### src/rtl/codec_cfg_pkg.sv
// Shared constants for the audio codec configuration sequencer: device address,
// register map, boot register table and FSM state encoding.
package codec_cfg_pkg;

  localparam logic [6:0] DEV_ADDR = 7'h1A;
  localparam int         NUM_REGS = 7;

  localparam logic [6:0] R_LHPOUT  = 7'h02;
  localparam logic [6:0] R_ANALOG  = 7'h04;
  localparam logic [6:0] R_DIGITAL = 7'h05;
  localparam logic [6:0] R_IFACE   = 7'h07;
  localparam logic [6:0] R_SRATE   = 7'h08;
  localparam logic [6:0] R_ACTIVE  = 7'h09;
  localparam logic [6:0] R_RESET   = 7'h0F;

  localparam logic [2:0] LAST_IDX      = 3'(NUM_REGS - 1);
  localparam logic [2:0] VOL_ERR_INDEX = 3'd7;

  // Each word is {reg_addr[6:0], reg_data[8:0]}, written in this order at boot
  localparam logic [15:0] CFG_TABLE [0:NUM_REGS-1] = '{
    {R_RESET,   9'h000},
    {R_DIGITAL, 9'h006},
    {R_ANALOG,  9'h010},
    {R_LHPOUT,  9'h179},
    {R_IFACE,   9'h00A},
    {R_SRATE,   9'h000},
    {R_ACTIVE,  9'h001}
  };

  typedef enum logic [2:0] {
    ST_IDLE,
    ST_PWR_WAIT,
    ST_XFER,
    ST_GAP,
    ST_DONE,
    ST_ERROR
  } cfg_state_t;

endpackage

### src/rtl/cfg_timer.sv
// Loadable down-counter shared by the sequencer's power-up, gap and timeout phases.
module cfg_timer #(
  parameter int W = 8
) (
  input  logic         clk_50,
  input  logic         reset_n,
  input  logic         load,
  input  logic [W-1:0] load_val,
  output logic         zero
);

  logic [W-1:0] count;

  always_ff @(posedge clk_50 or negedge reset_n) begin
    if (!reset_n)
      count <= '0;
    else if (load)
      count <= load_val;
    else if (count != '0)
      count <= count - 1'b1;
  end

  assign zero = (count == '0);

endmodule

### src/rtl/codec_cfg_sequencer.sv
// Boot and runtime configuration controller for the audio codec: writes the register
// table through the external I2C engine with retries, then serves volume updates.
module codec_cfg_sequencer
  import codec_cfg_pkg::*;
#(
  parameter int PWRUP_CYCLES   = 50000,
  parameter int GAP_CYCLES     = 500,
  parameter int TIMEOUT_CYCLES = 100000,
  parameter int MAX_RETRY      = 3
) (
  input  logic        clk_50,
  input  logic        reset_n,
  input  logic        start,
  input  logic        vol_req,
  input  logic [6:0]  vol_val,
  output logic        vol_ack,
  output logic        i2c_req,
  output logic [6:0]  i2c_dev,
  output logic [15:0] i2c_word,
  input  logic        i2c_done,
  input  logic        i2c_nack,
  output logic        configured,
  output logic        busy,
  output logic        cfg_error,
  output logic [2:0]  err_index
);

  localparam int CNT_MAX = (PWRUP_CYCLES > GAP_CYCLES)
                         ? ((PWRUP_CYCLES > TIMEOUT_CYCLES) ? PWRUP_CYCLES : TIMEOUT_CYCLES)
                         : ((GAP_CYCLES > TIMEOUT_CYCLES) ? GAP_CYCLES : TIMEOUT_CYCLES);
  localparam int CNT_W   = $clog2(CNT_MAX) + 1;
  localparam int RETRY_W = $clog2(MAX_RETRY + 1);

  // The counter is loaded on entry and the state moves on the cycle it reads zero, so
  // power-up spans PWRUP_CYCLES+1 cycles while gaps and the timeout span exactly their count.
  localparam logic [CNT_W-1:0] PWR_LOAD = CNT_W'(PWRUP_CYCLES);
  localparam logic [CNT_W-1:0] GAP_LOAD = CNT_W'(GAP_CYCLES - 1);
  localparam logic [CNT_W-1:0] TMO_LOAD = CNT_W'(TIMEOUT_CYCLES - 1);

  cfg_state_t         state_q, state_d;
  logic [2:0]         idx_q;
  logic [RETRY_W-1:0] retry_q;
  logic               vol_mode_q;
  logic [6:0]         vol_code_q;
  logic               configured_q, cfg_error_q;
  logic [2:0]         err_index_q;

  logic               start_ok, xfer_ok, xfer_fail, retry_exhausted;
  logic               timer_load, timer_zero;
  logic [CNT_W-1:0]   load_val;
  logic [15:0]        vol_word;

  cfg_timer #(.W(CNT_W)) u_timer (
    .clk_50   (clk_50),
    .reset_n  (reset_n),
    .load     (timer_load),
    .load_val (load_val),
    .zero     (timer_zero)
  );

  assign retry_exhausted = (int'(retry_q) + 1 >= MAX_RETRY);
  assign vol_word        = {R_LHPOUT, 1'b1, 1'b0, vol_code_q};

  always_comb begin
    state_d   = state_q;
    start_ok  = 1'b0;
    vol_ack   = 1'b0;
    xfer_ok   = 1'b0;
    xfer_fail = 1'b0;
    load_val  = '0;
    case (state_q)
      ST_IDLE, ST_ERROR: begin
        if (start) begin
          start_ok = 1'b1;
          state_d  = ST_PWR_WAIT;
        end
      end
      ST_DONE: begin
        if (start) begin
          start_ok = 1'b1;
          state_d  = ST_PWR_WAIT;
        end else if (vol_req) begin
          vol_ack = 1'b1;
          state_d = ST_GAP;
        end
      end
      ST_PWR_WAIT, ST_GAP: begin
        if (timer_zero) state_d = ST_XFER;
      end
      ST_XFER: begin
        // A done arriving on the last timeout cycle still counts as the engine's answer
        if (i2c_done) begin
          xfer_ok   = !i2c_nack;
          xfer_fail = i2c_nack;
        end else if (timer_zero) begin
          xfer_fail = 1'b1;
        end
        if (xfer_ok)
          state_d = (vol_mode_q || idx_q == LAST_IDX) ? ST_DONE : ST_GAP;
        else if (xfer_fail)
          state_d = retry_exhausted ? ST_ERROR : ST_GAP;
      end
      default: state_d = ST_IDLE;
    endcase
    case (state_d)
      ST_PWR_WAIT: load_val = PWR_LOAD;
      ST_GAP:      load_val = GAP_LOAD;
      ST_XFER:     load_val = TMO_LOAD;
      default:     load_val = '0;
    endcase
  end

  assign timer_load = (state_d != state_q);

  always_ff @(posedge clk_50 or negedge reset_n) begin
    if (!reset_n) begin
      state_q      <= ST_IDLE;
      idx_q        <= '0;
      retry_q      <= '0;
      vol_mode_q   <= 1'b0;
      vol_code_q   <= '0;
      configured_q <= 1'b0;
      cfg_error_q  <= 1'b0;
      err_index_q  <= '0;
    end else begin
      state_q <= state_d;
      if (start_ok) begin
        idx_q        <= '0;
        retry_q      <= '0;
        vol_mode_q   <= 1'b0;
        configured_q <= 1'b0;
        cfg_error_q  <= 1'b0;
        err_index_q  <= '0;
      end else if (vol_ack) begin
        vol_mode_q <= 1'b1;
        vol_code_q <= vol_val;
        retry_q    <= '0;
      end else if (xfer_ok) begin
        retry_q <= '0;
        if (!vol_mode_q) begin
          if (idx_q == LAST_IDX) configured_q <= 1'b1;
          else                   idx_q        <= idx_q + 3'd1;
        end
      end else if (xfer_fail) begin
        if (retry_exhausted) begin
          cfg_error_q  <= 1'b1;
          configured_q <= 1'b0;
          err_index_q  <= vol_mode_q ? VOL_ERR_INDEX : idx_q;
        end else begin
          retry_q <= retry_q + 1'b1;
        end
      end
    end
  end

  // Bus fields are driven only while a write is requested, so an idle block shows all zeros
  assign i2c_req    = (state_q == ST_XFER);
  assign i2c_dev    = i2c_req ? DEV_ADDR : '0;
  assign i2c_word   = i2c_req ? (vol_mode_q ? vol_word : CFG_TABLE[idx_q]) : '0;
  assign busy       = !(state_q inside {ST_IDLE, ST_DONE, ST_ERROR});
  assign configured = configured_q;
  assign cfg_error  = cfg_error_q;
  assign err_index  = err_index_q;

endmodule

### config.mk
export PLATFORM = sky130hd
export DESIGN_NAME = codec_cfg_sequencer
export DESIGN_NICKNAME = d
export VERILOG_FILES = /design/src/rtl/codec_cfg_pkg.sv /design/src/rtl/cfg_timer.sv /design/src/rtl/codec_cfg_sequencer.sv
export SDC_FILE = /design/constraint.sdc
export NUM_CORES = 1
export LEC_CHECK = 0
export BUFFER_PORTS_ARGS = -buffer_cell sky130_fd_sc_hd__buf_2
export CORE_MARGIN = 1
export CORE_UTILIZATION = 56
export DETAILED_ROUTE_END_ITERATION = 6
export PLACE_DENSITY = 0.87
export SETUP_SLACK_MARGIN = 0.02
export SYNTH_ARGS = -nofsm -noshare
export SYNTH_HDL_FRONTEND = slang
export SYNTH_SLANG_ARGS = --single-unit
### constraint.sdc
create_clock -name clk_50 -period 3.3 [get_ports clk_50]
set_input_delay 0.495 -clock clk_50 [delete_from_list [all_inputs] [get_ports clk_50]]
set_output_delay 0.495 -clock clk_50 [all_outputs]
set_load 0.005 [all_outputs]
Word-level counts from Yosys, hierarchy flattened
Memory sizes are Yosys's and may differ from the RTL's.
Cells that the tools add are included.
Word-level totals
  bits in registers: 39
  latch bits: 0
  RAM bits: 0
  ROM bits: 128
  input port bits: 13
  word-level logic and storage cells: 117
  memories: 1
Operators by class
  add/sub/neg operators: 4
  $mul: 0
  divide/modulo/power cells: 0
  $lt $le $gt $ge: 2
  equality and inequality tests: 17
  shift-type cells: 0
  multiplexer cells: 59
  bitwise operators: 2
  reductions and logical operators: 23
Memory list
  (name not given): depth 8, width 16, rd ports 1, clocked after memory_dff 0, write ports 0, RTL line codec_cfg_sequencer.sv:159  | assign i2c_word = i2c_req ? (vol_mode_q ? vol_word : CFG_TABLE[idx_q]) : '0;
Operators by type and width (count)
  $mux 16: 4
  $mux 3: 19
  $pmux 17 s3: 1
  $mux 18: 2
  $mux 1: 26
  $logic_not 18->1: 1
  $reduce_bool 18->1: 1
  $sub 18x1->18 const B: 1
  $eq 3x2->1 const B: 4
  $pmux 3 s4: 1
  $mux 2: 5
  $reduce_bool 2->1: 5
  $eq 3x3->1 const B: 3
  $reduce_bool 3->1: 3
  $reduce_and 4->1: 2
  $eq 3x1->1 const B: 2
  $mux 5: 1
  $reduce_and 5->1: 1
  $ge 4x4->1 const B: 1
  $ne 2x1->1 const B: 2
  $ne 2x2->1 const B: 2
  $ne 4x4->1 const B: 1
  $not 3->4: 1
  $reduce_and 2->1: 2
  14 further kinds: 16

Logic depth before layout (Yosys ltp)
Gate-level depths: netlist (run 1).
  word-level depth: 10
  gate-level depth with buffers: 9
  gate-level depth less buffers: 8

Hierarchy
Synthesis (run 1) repeated with hierarchy kept, for this count alone.
Unflattened totals
  cells, all modules: 310
  area total of the unflattened synthesis: 2641.3 um2
Modules (own cells, without submodules)
  codec_cfg_sequencer: times used 1, cells an instance 183, area each 1500.2 um2, sequential area each 525.5 um2
  cfg_timer: times used 1, cells an instance 127, area each 1141.1 um2, sequential area each 450.4 um2

Least setup slack after synthesis (run 1)
OpenSTA, ideal clock, no wires.
  path kind: register -> register
  start: reg u_timer.count[4]
  end: reg u_timer.count[4]
  data arrival time: 2.247 ns
  required time: 3.175 ns
  slack: 0.929 ns
  stages on the path, launching flop included: 8
  period minus slack after synthesis: 2.371 ns
  cell sequence: dfrtp_1 -> or4_4 -> nor4_4 -> and2_1 -> buf_4 -> a221oi_2 -> o211ai_4 -> mux2_2
Between the ends
  word-level cells in the longest chain between the ends: 10
  elaborated cells on any way between the ends: 18
  those cells by class: add/sub (1); eq/ne (4); mux (10); reduce/logical (3)
Ends and longest elaborated chain
  from (decl): RTL line cfg_timer.sv:12  | logic [W-1:0] count;
  from (signal assigned): RTL line cfg_timer.sv:18  | count <= load_val;
  from (signal assigned): RTL line cfg_timer.sv:20  | count <= count - 1'b1;
  $logic_not 18->1: RTL line cfg_timer.sv:23  | assign zero = (count == '0);
  $mux 1: RTL line codec_cfg_sequencer.sv:95  | end else if (timer_zero) begin
  $mux 1: RTL line codec_cfg_sequencer.sv:92  | if (i2c_done) begin
  $mux 1: RTL line codec_cfg_sequencer.sv:71  | case (state_q)
  $mux 3: RTL line codec_cfg_sequencer.sv:100  | else if (xfer_fail)
  $mux 3: RTL line codec_cfg_sequencer.sv:98  | if (xfer_ok)
  $pmux 3 s4: RTL line codec_cfg_sequencer.sv:71
  $eq 3x2->1 or $eq 3x1->1 (tied branches): RTL line codec_cfg_sequencer.sv:105  | case (state_d)
  $pmux 17 s3: RTL line codec_cfg_sequencer.sv:105
  $mux 18: RTL line cfg_timer.sv:17  | else if (load)
Several ways; a longest one is shown, not always the timed one. The select of a mux whose other input is x is not followed.
A chain may end at the register's enable or synchronous reset.

Worst setup path in the final report (run 1)
  start: reg u_timer.count[4]
  end: reg u_timer.count[5]
Same word-level chain as after synthesis.

==> results.md, run 1 <==
STA:
- The count of endpoints failing setup in the final report is 0.
- The smallest setup slack after layout is 0.526 ns.
- At the pin with the least slew margin, the transition time is 0.843 ns.
- The worst path in the final design needs a cycle of 2.77 ns, including I/O delays and setup.
- The clock arrives with 0.00750 ns of skew.
- The post-route clock period utilization is 0.841.
- The number of hold-slack violations in the final timing report is 0.
- The total count of max-transition violations in the final report is 0.
- The minimum hold slack is 0.306 ns.
- The normalized max-slew margin is 0.438.
- The post-route setup TNS is 0 ns.
- The maximum clock frequency is 0.360 GHz.
- Setup repair after global routing left no endpoint under its margin.

Detailed routing:
- The final route contains 2277 vias.
- The detailed-route wire length per cell is 14.5 µm.
- The first TritonRoute pass finished after 4 iterations.
- The detailed router's first-iteration violation count is 180.
- The detailed-route wire length is 5630 µm.
- For this run, design rule violations remaining after detail routing come to 0.
- The via count normalized by instance count is 5.87.
- In this run the remaining antenna-violating nets after routing total 0.

Cells and area:
- Compared with the post-synthesis result, the final layout area differs by 10.3%.
- Of the cells placed in the final design, the portion with a size suffix greater than 1 is 0.193.
- The final antenna diode count is 0.
- The number of nets in the final layout is 359.
- The non-filler instance count after layout is 388.

Power:
- Of the total power, combinational logic draws 0.387.
- The worst-case IR drop observed on VDD is 0.249 mV.
- Summed over all nets, the switching power comes to 0.684 mW.
- Of the total power, the clock network draws 0.177.
- The internal power is 1.07 mW.
- Summed over all cells, the static leakage comes to 1.33 nW.
- Of the total power, the share spent switching nets is 0.391.
- Of the total power, registers draw 0.436.
- In this run the power density over the cells is 612 mW/mm².

Floorplan:
- After floorplanning, the core was sized to cover 0.00441 mm².
- The width of the chip is 70.0 µm.
- The die outline height is 70.0 µm.
- The number of standard-cell rows in the floorplan is 24.
- The starting density of the core is 0.587.
- In this run the count of I/O pins placed on the die edge is 44.
- The die area is 0.00490 mm².

Synth:
- A synthesized cell averages 8.67 µm².
- For this run, the leading register cell type out of synthesis is sky130_fd_sc_hd__dfrtp_1.
- After synthesis, the netlist uses 54 different library cells.
- The cell count after synthesis came out at 299.
- The netlist area before placement is 0.00259 mm².
- For this run, the register share of the synthesized area comes to 0.377.
- The count of warnings emitted by yosys is 0.
- Counting flops and latches in the post-synthesis netlist gives 39.
- The number of synthesized flops with an enable pin is 0.
- The share of synthesized registers carrying an async set or reset is 1.00.

Global routing:
- The number of global-route vias before repair is 2044.
- The wire length of the first global-routing pass is 9440 µm.
- Entering global routing, the biggest net connects 40 pins.
- The number of antenna violations at the first check in global routing is 0.
- In the global route stage, overall resource usage came out at 0.241.
- For this run the aggregate overflow at the end of global routing stands at 0.

Clocking:
- The H-tree depth is 2.
- The post-cts sizing count is 0.
- The total setup buffers inserted after CTS is 0.
- The number of buffers created by CTS is 5.
- The worst-skew pair later-pin latency is 0.29 ns.
- The clock net sink count is 39.
- No sink is reached through more buffers than the 2 on the longest clock path.
- Clock-pin slew was measured on the worst setup and hold paths at 0.08 ns.
- The total of hold buffers inserted after clock tree synthesis is 0.
- Clock tree synthesis selected as its root buffer the cell sky130_fd_sc_hd__clkbuf_8.
- The CTS tree is built.

Critical path:
- The worst setup path startpoint is u_timer.count[4].
- Data arrives at the worst endpoint at 2.95 ns.
- The kind of end point of the critical path is a flop.
- In this run the worst path has a maximum fanout of 18.
- The element type at the critical path start is a flop.
- The setup check on the worst reg-to-reg path leaves a slack of 0.53 ns.
- For the worst setup path, the data required time is 3.47 ns.
- The type of the worst setup path is reg -> reg.
- In this run the critical register-to-register path is launched from u_timer.count[4].

Placement:
- Detailed placement finished with a half-perimeter wire length of 4080 µm.
- Once placement completed, the tool counted placed cells totaling 380.
- The last weighted congestion value of the routability-driven placer is 0.897.
- Before CTS, the worst setup slack after placement is 0.535 ns.
- In this run the tool buffered the top-level ports with 35 buffer cells.

Job:
- The max-cap check violation count is 0.

Min path:
- The min-delay analysis places its worst path in the category in -> async.

Outcome:
- The run finished with clean final reports.
-- final timing paths --
check / end / depth (start not counted)
worst min-delay path: u_timer.count[9] / 1
max in group asynchronous: u_timer.count[7] / 1
worst min register to register: vol_code_q[0] / 2
min in group clk_50: vol_code_q[1] / 3
worst max-delay path: u_timer.count[5] / 6
worst max register to register: u_timer.count[5] / 6
-- synth_stat cells (all sizes together) (2+ instances only) --
library cell	count	share of area
or4	4	0.013
o21a	2	0.0058
inv	17	0.025
nor3	9	0.017
mux2i	9	0.035
o2bb2ai	3	0.010
clkbuf	6	0.0087
o21ai	12	0.023
o31ai	5	0.016
nand2b	5	0.012
nand4	3	0.0072
nor4	5	0.018
and2	2	0.0048
a21oi	22	0.042
buf	14	0.043
nand3	7	0.015
a221oi	2	0.0092
xnor2	9	0.030
o211ai	2	0.011
or3	3	0.0072
dfrtp	39	0.38
mux2	3	0.014
or2	2	0.0048
nor3b	3	0.0087
ha	11	0.053
xor2	7	0.024
nand2	42	0.061
nor2	36	0.052
-- area by class of cell --
class	count	area (µm²)
clock buffer	5	68.8
clock inverter	3	15.0
timing repair buffer	42	228
multi-input combinational	230	1440
fill	353	1560
inverter	17	63.8
tap	52	65.1
sequential	39	976
-- power by group through the flow --
stage	logic, mW	clock network (mW)	registers, mW
6_report	0.677	0.309	0.763
5_1_grt	0.760	0.339	0.785
4_1_cts	0.677	0.315	0.758
2_1_floorplan	0.535	0	0.727
3_5_place_dp	0.668	0	0.765
3_3_place_gp	0.648	0	0.756
-- through the flow --
stage | cell area, µm² | power, mW | util
final | 2860 | 1.75 | 0.648
after global routing | 2860 | 1.88 | 0.648
after CTS | 2860 | 1.75 | 0.648
after detailed placement | 2780 | 1.43 | 0.629
after global placement | 2780 | 1.40 | 0.629
after floorplan | 2620 | 1.26 | -
-- metal layers --
layer	track usage	up-vias	wire length, µm
li1	-	1089	-
met1	0.354	1068	2580
met2	0.357	104	2540
met3	0.0361	16	378
met4	0.100	0	134
met5	0	-	0
-- cells by family after synthesis --
group	Yosys count	synth area share
flip-flops	39	0.377
multiplexers	12	0.0493
AND/OR/NAND/NOR	124	0.232
XOR/XNOR	16	0.0541
adder cells (fa/ha/maj)	11	0.0531
buffers and inverters	37	0.0768
AO/OA/AOI/OAI	59	0.157
other	1	0.00145
-- cell usage in the layout (no fill, tap or decap), types with 2 or more instances in the layout --
cell type,synthesis,routed
sky130_fd_sc_hd__or2_2,2,2
sky130_fd_sc_hd__buf_2,0,35
sky130_fd_sc_hd__or4_1,3,3
sky130_fd_sc_hd__xnor2_1,9,9
sky130_fd_sc_hd__nor3b_1,3,3
sky130_fd_sc_hd__xor2_1,7,7
sky130_fd_sc_hd__clkbuf_8,0,5
sky130_fd_sc_hd__conb_1,1,8
sky130_fd_sc_hd__clkinv_2,0,3
sky130_fd_sc_hd__o21ai_1,2,2
sky130_fd_sc_hd__ha_1,11,11
sky130_fd_sc_hd__a21oi_1,22,22
sky130_fd_sc_hd__nand2b_1,5,5
sky130_fd_sc_hd__or3_1,3,3
sky130_fd_sc_hd__nor4_1,4,4
sky130_fd_sc_hd__nor3_1,9,9
sky130_fd_sc_hd__mux2_2,2,2
sky130_fd_sc_hd__nand4_1,3,3
sky130_fd_sc_hd__o31ai_1,4,4
sky130_fd_sc_hd__inv_1,16,16
sky130_fd_sc_hd__nand2_1,42,42
sky130_fd_sc_hd__buf_4,12,7
sky130_fd_sc_hd__nand3_1,6,6
sky130_fd_sc_hd__dfrtp_1,39,39
sky130_fd_sc_hd__o2bb2ai_1,3,3
sky130_fd_sc_hd__mux2i_1,9,9
sky130_fd_sc_hd__o21ai_0,10,10
sky130_fd_sc_hd__o21a_1,2,2
sky130_fd_sc_hd__nor2_1,36,36
-- worst max-delay path, cell delays in order (launching register included) --
cell and delay (ns):
sky130_fd_sc_hd__dfrtp_1 0.42, sky130_fd_sc_hd__or4_4 0.58, sky130_fd_sc_hd__nor4_4 0.40, sky130_fd_sc_hd__and2_1 0.20, sky130_fd_sc_hd__o21ai_1 0.09, sky130_fd_sc_hd__o211ai_4 0.54, sky130_fd_sc_hd__mux2_2 0.41
-- registers in the layout, summed over array words and instances (netlist names) --
signal,flops
state_q,3
err_index,3
idx_q,3
retry_q,2
vol_code_q,7
configured,1
vol_mode_q,1
cfg_error,1
u_timer.count,18
Note: power is estimated with default switching activity, not from simulation.
==> run 2, diff against run 1 <==
CORE_UTILIZATION = 51   (was 56)
PLACE_DENSITY = 0.83   (was 0.87)
clock period = 2.5 ns   (was 3.3 ns; I/O delays follow)
==> results.md, run 2 (synthesis gave the netlist of run 1 again) <==
Placement:
- The last weighted congestion value of the routability-driven placer is 0.871 (-2.9%).
- The quantity of I/O buffers inserted on ports is 35 (unchanged).
- The half-perimeter wire length after detailed placement was 4370 µm (+7.1%).
- The number of placed instances, taps included is 406 (+6.8%).

STA:
- Subtracting the final worst setup slack from the clock period gives 2.35 ns.
- For this run, the top clock speed supported by timing is 0.425 GHz.
- The post-route setup TNS is 0 ns (unchanged).
- The worst clock skew is 0.00588 ns (-0.00162 ns).
- The total count of max-transition violations in the final report is 0 (unchanged).
- Setup repair after global routing left no endpoint under its margin.
- The post-route clock period utilization is 0.942.
- The number of hold-slack violations in the final timing report is 0 (unchanged).
- The transition at the pin with the smallest max-transition slack is 0.874 ns (+0.0311 ns).
- The minimum hold slack is 0.190 ns (-0.116 ns).
- The count of endpoints failing setup in the final report is 0 (unchanged).
- The normalized max-slew margin is 0.417 (-0.0207).

Cells and area:
- The number of nets in the final layout came to 376 (+4.7%).
- The area added between synthesis and finish is 17.8%.
- The flip-flop count of the largest register, all copies and words added was 18 (unchanged).
- The largest registers in the layout are u_timer.count x18, vol_code_q x7.
- The most common cell after layout, fill and taps aside is sky130_fd_sc_hd__nand2_1.
- The share of final-layout standard cells stronger than drive strength 1 is 0.244 (+0.0502).
- In the layout the commonest cells are 42 x sky130_fd_sc_hd__nand2_1, 38 x sky130_fd_sc_hd__dfrtp_1, 36 x sky130_fd_sc_hd__nor2_1, 35 x sky130_fd_sc_hd__buf_2, 23 x sky130_fd_sc_hd__buf_4.
- The final antenna diode count is 0 (unchanged).
- The register ranked first by flip-flop count is u_timer.count.
- The non-filler instance count after layout was 420 (+8.2%).

Floorplan:
- The starting density of the core is 0.538 (-0.0491).
- The width of the chip is 73.3 µm (+4.6%).
- The floorplan core area is 0.00482 mm² (+9.1%).
- The number of standard-cell rows in the floorplan is 25 (+4.2%).
- The number of top-level pins is 44 (unchanged).
- The die outline height is 73.3 µm (+4.6%).
- The die area is 0.00537 mm² (+9.5%).

Critical path:
- The delay of the slowest critical-path stage is 0.59 ns (about the same).
- The slowest stage of the critical path belongs to the cell sky130_fd_sc_hd__dfrtp_1.
- STA classifies the critical path endpoint as an output pin.
- The number of buffer and inverter stages on the critical path came to 2 (+2).
- The data required time of the worst path was 2.12 ns (-1.35 ns).
- The critical path data arrival time is 1.98 ns (-0.97 ns).
- The maximum fanout along the worst path is 12 (-6).
- The type of the worst setup path is reg -> out.
- The element type at the critical path start is a flop.
- The critical path goes through inv_1 > ha_1 > o21ai_0 > a21oi_1 > buf_2.
- In this design, the largest share of critical-path delay is due to flip-flops.

Global routing:
- The number of global-route vias before repair is 2086 (+2.1%).
- The number of antenna violations at the first check in global routing is 0 (unchanged).
- The wire length of the first global-routing pass is 9680 µm (+2.6%).
- The residual overflow from global routing is 0 (unchanged).
- The aggregate global-route resource usage came to 0.240 (-0.00132).
- The maximum number of pins on one net before global-route repair came to 40 (unchanged).

Clocking:
- The clock root buffer is sky130_fd_sc_hd__clkbuf_8.
- The clock-pin slew on the worst setup and hold paths is 0.08 ns (about the same).
- The H-tree depth is 2 (unchanged).
- The total of hold buffers inserted after clock tree synthesis is 0 (unchanged).
- TritonCTS built the clock tree.
- The clock net sink count is 39 (unchanged).
- The deepest clock path buffer count is 2 (unchanged).
- The number of buffers created by CTS is 5 (unchanged).
- The worst-skew pair later-pin latency is 0.30 ns (about the same).

Power:
- The leakage component of the power was 1.43 nW (+7.5%).
- The part of the power in the clock network is 0.213 (+0.036).
- The power per unit of standard cell area is 828 mW/mm² (+35%).
- The total power is 2.53 mW (+44%).
- The worst vdd rail ir drop is 0.491 mV (+97%).
- The switching power total was 0.952 mW (+39%).
- The internal power is 1.58 mW (+48%).
- The relative contribution of combinational cells to total power is 0.389 (+0.002).
- The sequential share of power was 0.399 (-0.037).
- The switching share of total power is 0.377 (-0.0145).

Detailed routing:
- The detailed-route wire length is 6100 µm (+8.3%).
- The number of vias in the routed layout is 2341 (+2.8%).
- The DRC violation count after routing is 0 (unchanged).
- The detailed router's first-iteration violation count is 284 (+58%).
- The remaining antenna violation count is 0 (unchanged).
- The via count normalized by instance count was 5.57 (-5.0%).
- The number of detailed-routing iterations run before antenna repair is 4 (unchanged).
- The detailed-route wire length per cell was 14.5 µm (about the same).

Min path:
- The worst hold path belongs to the class in -> async.

Outcome:
- The flow ran to the end, and the final reports show no timing, DRC or antenna violations.

Job:
- The max-cap check violation count came to 0 (unchanged).
[run 2: per-layer routing]
layer / vias up / wire, µm / part of all wire / GRT usage
li1: 1123 / - / - / -
met4: 0 / 94 / 0.015 / 0.0806
met3: 12 / 442 / 0.072 / 0.0535
met5: - / 0 / 0 / 0
met2: 95 / 2860 / 0.47 / 0.364
met1: 1111 / 2700 / 0.44 / 0.340
[run 2: worst paths after layout]
check	start	end	slack (ns)	cells after the start
hold / removal	reset_n	u_timer.count[0]	0.19	1
min in group clk_50	vol_val[4]	vol_code_q[4]	0.26	3
setup / recovery	idx_q[2]	i2c_word[5]	0.15	5
hold reg to reg	vol_code_q[0]	vol_code_q[0]	0.49	2
setup reg to reg	u_timer.count[4]	u_timer.count[8]	0.15	7
max in group asynchronous	reset_n	idx_q[0]	1.71	1
[run 2: cell type report]
class / count / area (µm²)
Clock buffer: 5 / 68.8
Clock inverter: 3 / 43.8
Fill cell: 407 / 1760
Inverter: 17 / 63.8
Multi-Input combinational cell: 230 / 1460
Sequential cell: 39 / 977
Tap cell: 67 / 83.8
Timing Repair Buffer: 59 / 359
[run 2: worst reg2reg max path, cell delays in order, from the launching register on]
cell	delay (ns)
sky130_fd_sc_hd__dfrtp_1	0.42
sky130_fd_sc_hd__or4_4	0.59
sky130_fd_sc_hd__nor4_4	0.19
sky130_fd_sc_hd__and2_4	0.21
sky130_fd_sc_hd__o21ai_1	0.09
sky130_fd_sc_hd__o211ai_4	0.31
sky130_fd_sc_hd__buf_6	0.20
sky130_fd_sc_hd__mux2i_1	0.24
[run 2: power by group through the flow]
stage | Combinational [mW] | Sequential, mW | Clock (mW)
6_report | 0.982 | 1.01 | 0.538
5_1_grt | 1.11 | 1.03 | 0.567
4_1_cts | 0.930 | 1.00 | 0.539
3_5_place_dp | 0.916 | 1.01 | 0
3_3_place_gp | 0.884 | 0.998 | 0
2_1_floorplan | 0.707 | 0.960 | 0
[run 2: per-stage QoR]
stage          utilization  area [µm²]  worst slack (ns)
4_1_cts              0.623        3000            0.0557
6_report             0.634        3050             0.146
3_3_place_gp         0.597        2880             0.143
3_5_place_dp         0.597        2880           0.00445
5_1_grt              0.634        3050            0.0178
2_1_floorplan            -        2620             0.129
[run 2: timing repair]
action | 4_1_cts | 5_1_grt
gates cloned | 0 | 0
buffers inserted | 1 | 5
setup endpoints to repair | 7 | 13
resized for setup | 2 | 3
pin swaps | 1 | 3
